File: config.mk
export PLATFORM = sky130hd
export DESIGN_NAME = armleo_rr_dispatcher
export DESIGN_NICKNAME = d
export VERILOG_FILES = /design/src/rtl/armleo_rr_pkg.sv /design/src/rtl/armleo_rr_pick.sv /design/src/rtl/armleo_rr_dispatcher.sv
export SDC_FILE = /design/constraint.sdc
export NUM_CORES = 1
export LEC_CHECK = 0
export BUFFER_PORTS_ARGS = -buffer_cell sky130_fd_sc_hd__buf_2
export CORE_AREA = 3 3 116 118
export DETAILED_ROUTE_END_ITERATION = 10
export DIE_AREA = 0 0 119 121
export GPL_TIMING_DRIVEN = 0
export PLACE_DENSITY = 0.75
export SYNTH_ARGS = -nofsm -noshare
export SYNTH_HDL_FRONTEND = slang
export SYNTH_HIERARCHICAL = 1
export SYNTH_SLANG_ARGS = --single-unit
File: constraint.sdc
create_clock -name clk -period 1.75 [get_ports clk]
set_clock_uncertainty 0.05 [all_clocks]
set_input_delay 0.0875 -clock clk [delete_from_list [all_inputs] [get_ports clk]]
set_output_delay 0.0875 -clock clk [all_outputs]
set_load 0.02 [all_outputs]
File: src/rtl/armleo_rr_pkg.sv
// Shared round-robin helpers, used by both the dispatcher and the arbiter.
package armleo_rr_pkg;

  localparam int unsigned RR_MIN_WIDTH = 2;

  // Index width for a WIDTH-entry rotation; never narrower than one bit.
  function automatic int unsigned idx_width(input int unsigned width);
    return (width > 1) ? $clog2(width) : 1;
  endfunction

  // (idx + 1) mod width, valid for idx < width.
  function automatic int unsigned rr_next(input int unsigned idx, input int unsigned width);
    return (idx + 1 >= width) ? 0 : idx + 1;
  endfunction

endpackage

File: src/rtl/armleo_rr_pick.sv
// Combinational rotating-priority picker: first set mask bit at or after rotation.
module armleo_rr_pick
  import armleo_rr_pkg::*;
#(
  parameter int unsigned WIDTH = 4,
  parameter int unsigned IDX_W = idx_width(WIDTH)
) (
  input  logic [WIDTH-1:0] mask,
  input  logic [IDX_W-1:0] rotation,
  output logic [WIDTH-1:0] pick,
  output logic [IDX_W-1:0] idx,
  output logic             any
);

  logic [WIDTH-1:0] rotated;
  logic [WIDTH-1:0] first;
  logic             found;

  // Rotate right so the priority lane sits at bit 0, scan, then rotate back.
  assign rotated = WIDTH'({mask, mask} >> rotation);

  always_comb begin
    first = '0;
    found = 1'b0;
    for (int unsigned i = 0; i < WIDTH; i++) begin
      if (rotated[i] && !found) begin
        first[i] = 1'b1;
        found    = 1'b1;
      end
    end
  end

  assign pick = WIDTH'(({first, first} << rotation) >> WIDTH);

  always_comb begin
    idx = '0;
    for (int unsigned i = 0; i < WIDTH; i++) begin
      if (pick[i]) idx = IDX_W'(i);
    end
  end

  assign any = |mask;

endmodule

File: src/rtl/armleo_rr_dispatcher.sv
// Round-robin 1-to-N stream dispatcher with a one-entry holding register per lane.
module armleo_rr_dispatcher
  import armleo_rr_pkg::*;
#(
  parameter int unsigned WIDTH      = 4,
  parameter int unsigned DATA_WIDTH = 32
) (
  input  logic                          clk,
  input  logic                          rst_n,
  input  logic                          in_valid,
  output logic                          in_ready,
  input  logic [DATA_WIDTH-1:0]         in_data,
  output logic [idx_width(WIDTH)-1:0]   in_lane_idx,
  output logic [WIDTH-1:0]              out_valid,
  input  logic [WIDTH-1:0]              out_ready,
  output logic [WIDTH*DATA_WIDTH-1:0]   out_data
);

  localparam int unsigned IDX_W = idx_width(WIDTH);

  logic [IDX_W-1:0]      rotation;
  logic [WIDTH-1:0]      free;
  logic [WIDTH-1:0]      sel_onehot;
  logic [IDX_W-1:0]      sel_idx;
  logic                  any_free;
  logic                  load;
  logic [DATA_WIDTH-1:0] lane_data [WIDTH];

  // A lane being drained this cycle can take the next word.
  assign free = ~out_valid | out_ready;

  armleo_rr_pick #(
    .WIDTH (WIDTH),
    .IDX_W (IDX_W)
  ) u_pick (
    .mask     (free),
    .rotation (rotation),
    .pick     (sel_onehot),
    .idx      (sel_idx),
    .any      (any_free)
  );

  assign in_ready    = any_free;
  assign in_lane_idx = sel_idx;
  assign load        = in_valid && any_free;

  always_ff @(posedge clk or negedge rst_n) begin
    if (!rst_n) begin
      rotation <= '0;
    end else if (load) begin
      rotation <= IDX_W'(rr_next(32'(sel_idx), WIDTH));
    end
  end

  // Load wins over drain on the same lane, so out_valid stays set across it.
  always_ff @(posedge clk or negedge rst_n) begin
    if (!rst_n) begin
      out_valid <= '0;
      for (int unsigned i = 0; i < WIDTH; i++) lane_data[i] <= '0;
    end else begin
      for (int unsigned i = 0; i < WIDTH; i++) begin
        if (load && sel_onehot[i]) begin
          out_valid[i] <= 1'b1;
          lane_data[i] <= in_data;
        end else if (out_ready[i]) begin
          out_valid[i] <= 1'b0;
        end
      end
    end
  end

  always_comb begin
    out_data = '0;
    for (int unsigned i = 0; i < WIDTH; i++) begin
      out_data[i*DATA_WIDTH +: DATA_WIDTH] = lane_data[i];
    end
  end

endmodule

==> qor.yml <==
outcome: "finished with violations"
violations: "negative setup slack"
viasPerCell: 4.83
leakage_uw: 0.00436
htreeDepth: 4
synth_area_per_cell_um2: 17.8
finish.utilization: 0.663
wl_um: 13800
place.gp.congestion: 0.790
setup_violations: 127
vdd_drop_max_mv: 1.08
cts_sinks: 134
ys_top_cells_by_area: "dfrtp_1, mux2_4, buf_6, mux2_2, nand3_4"
ys_types: 26
die_w_um: 119
required_ns: 1.99
grt_pass1_wl_um: 21500
drtAntennaViolNets: 0
fmax_mhz: 532
ios: 174
worstSetupPathType: "reg2reg"
hold_slack_ns: 0.0470
p_per_area_nw_per_um2: 2150
first_iter_violations: 213
core.rowCount: 41
start_kind: "flip-flop"
grt_start_max_net_pins: 77
hold_class: "in2reg"
design.core.area_um2: 12600
intPower_uw: 11300
grtUsageTotal: 0.193
io_buffers: 172
route.detailed.drc: 0
fillers: 877
dieArea_um2: 14400
route.met2.wl_um: 6990
rsz0062_at_grt: "true"
synth_flop_cell: "dfrtp_1"
synth.yosys.seq_area_share: 0.584
crit_arrival_ns: 2.12
synth.net_count: 362
area_delta_synth_final_pct: 45.2
ys_warn_count: 6
clk_pin_slew_ns: 0.06
p_seq_frac: 0.317
synth_area_leader_cell: "dfrtp_1"
route.vias.total: 3678
wl_met1_um: 5790
n_antenna_cell: 0
gr-total-overflow: 0
wl_met3_um: 713
hold_violations: 0
maxSlewHeadroom: 0.633
yosysTopAreaCellShare: 0.584
initial_core_util: 0.457
fin_area_um2: 8340
worstMarginPinSlew_ns: 0.550
wl_per_cell_um: 18.1
synthTopCellsByCount: "dfrtp_1, mux2_4, buf_6, mux2_2, nand2_1"
synth_most_common_cell: "dfrtp_1"
netlist_area_um2: 5740
placed_area_um2: 6900
comb_power_share: 0.499
synth_edf_count: 0
drive_gt1_frac: 0.686
async_flop_share: 1.00
clk_path_buf_depth: 2
path_max_fanout: 10
place_ws_ns: -0.205
grt_pass1_vias: 3977
switchingPower_uw: 6620
insertion_delay_ns: 0.41
numCtsBuffers: 17
finalWorstSetupSlack_ns: -0.130
drv_slew: 0
p_sw_frac: 0.370
topRoutingLayerUsed: "met4"
synth-seq-cells: 134
firstDrtPassIters: 4
fin_crit_sh: 1.07
maxCapViolCount: 0
pwr-share-clk: 0.184
r2r-start: "out_valid[2]"
min_period_ns: 1.88
syn_inst: 322
nets: 616
tns_ns: -10.31
cts_tree: "built"
antenna_found_initial: 0
worstSetupStartpoint: "out_valid[2]"
cts_root_buf: "clkbuf_16"
hpwl_um: 8870
critPathCaptureType: "flip-flop"
fp.dieH_um: 121
min_from: "in_valid"
[final cells by class]
| class | count | area [um2] | area share |
|---|---|---|---|
| buffer | 17 | 299 | 0.0359 |
| clock buffer | 19 | 443 | 0.0531 |
| clock inverter | 13 | 108 | 0.0129 |
| inverter | 2 | 7.51 | 0.000900 |
| multi-input combinational | 169 | 2320 | 0.278 |
| sequential | 134 | 3360 | 0.403 |
| tap | 172 | 215 | 0.0258 |
| timing repair buffer | 235 | 1590 | 0.191 |
[final timing paths]
kind	depth (start not counted)	end	slack, ns
worst max-delay path	8	out_data[27]	-0.13
worst min-delay path	3	rotation[0]	0.05
worst max register to register	8	out_data[27]	-0.13
worst min register to register	1	out_data[1]	0.45
max in group asynchronous	3	rotation[0]	0.73
min in group asynchronous	2	out_data[104]	0.16
[worst max-delay path, cell delays in order (launching register included)]
cell and delay [ns]:
dfrtp_2 0.39, nand2b_4 0.06, buf_8 0.14, a21o_4 0.18, a21oi_2 0.10, o21a_1 0.17
nand3_4 0.16, buf_12 0.20, mux2_4 0.30
[kinds of logic after synthesis]
group / Yosys count / share of synthesized area
multiplexers: 130 / 0.331
buffers and inverters: 19 / 0.0322
adder cells (fa/ha/maj): 1 / 0.00218
flip-flops: 134 / 0.584
AO/OA/AOI/OAI: 14 / 0.0203
AND/OR/NAND/NOR: 24 / 0.0307
[per-stage QoR]
step,cells,power (uW)
finish,761,17900
floorplan,322,11300
global route,761,18700
CTS,756,17800
global placement,666,13500
detailed placement,667,13800
[layout by cell type, fill, tap and decap left out, types with 2 or more instances in the layout]
master           n
mux2_2          13
nand3_4          4
nor2_1           3
nand2b_4         4
buf_12          15
dfrtp_1        131
clkinv_2         6
buf_16           4
clkbuf_16       17
a21oi_2          3
nor2_2           2
dlygate4sd3_1   37
buf_6           11
buf_4           12
clkinvlp_4       4
buf_8            3
nand2_1          6
mux2_4         117
inv_2            2
dfrtp_2          3
buf_2          170
[power groups by stage]
| stage | Clock [uW] | Combinational [uW] | Sequential, uW |
|---|---|---|---|
| after floorplan | 0 | 3760 | 7490 |
| after global placement | 0 | 8000 | 5550 |
| after detailed placement | 0 | 8160 | 5630 |
| after CTS | 3360 | 8840 | 5640 |
| after global routing | 3490 | 9370 | 5860 |
| final | 3290 | 8930 | 5670 |
[timing repair]
| action | 4_1_cts | 5_1_grt |
|---|---|---|
| endpoints found under the hold margin | 190 | 0 |
| setup buffers | 17 | 4 |
| endpoints found under the setup margin | 125 | 132 |
| resized for setup | 42 | 15 |
| pin swaps | 10 | 7 |
| hold buffers | 37 | 0 |
| gates cloned | 3 | 1 |
[flip-flops by register name (all words and copies together), names as in the netlist]
signal     count
rotation       2
out_valid      4
out_data     128
[metal layers]
metal	track usage	vias up
met2	0.322	125
met1	0.238	1880
met3	0.0499	20
li1	-	1653
met5	0	-
met4	0.0840	0
Power figures use the tool's default switching activity.
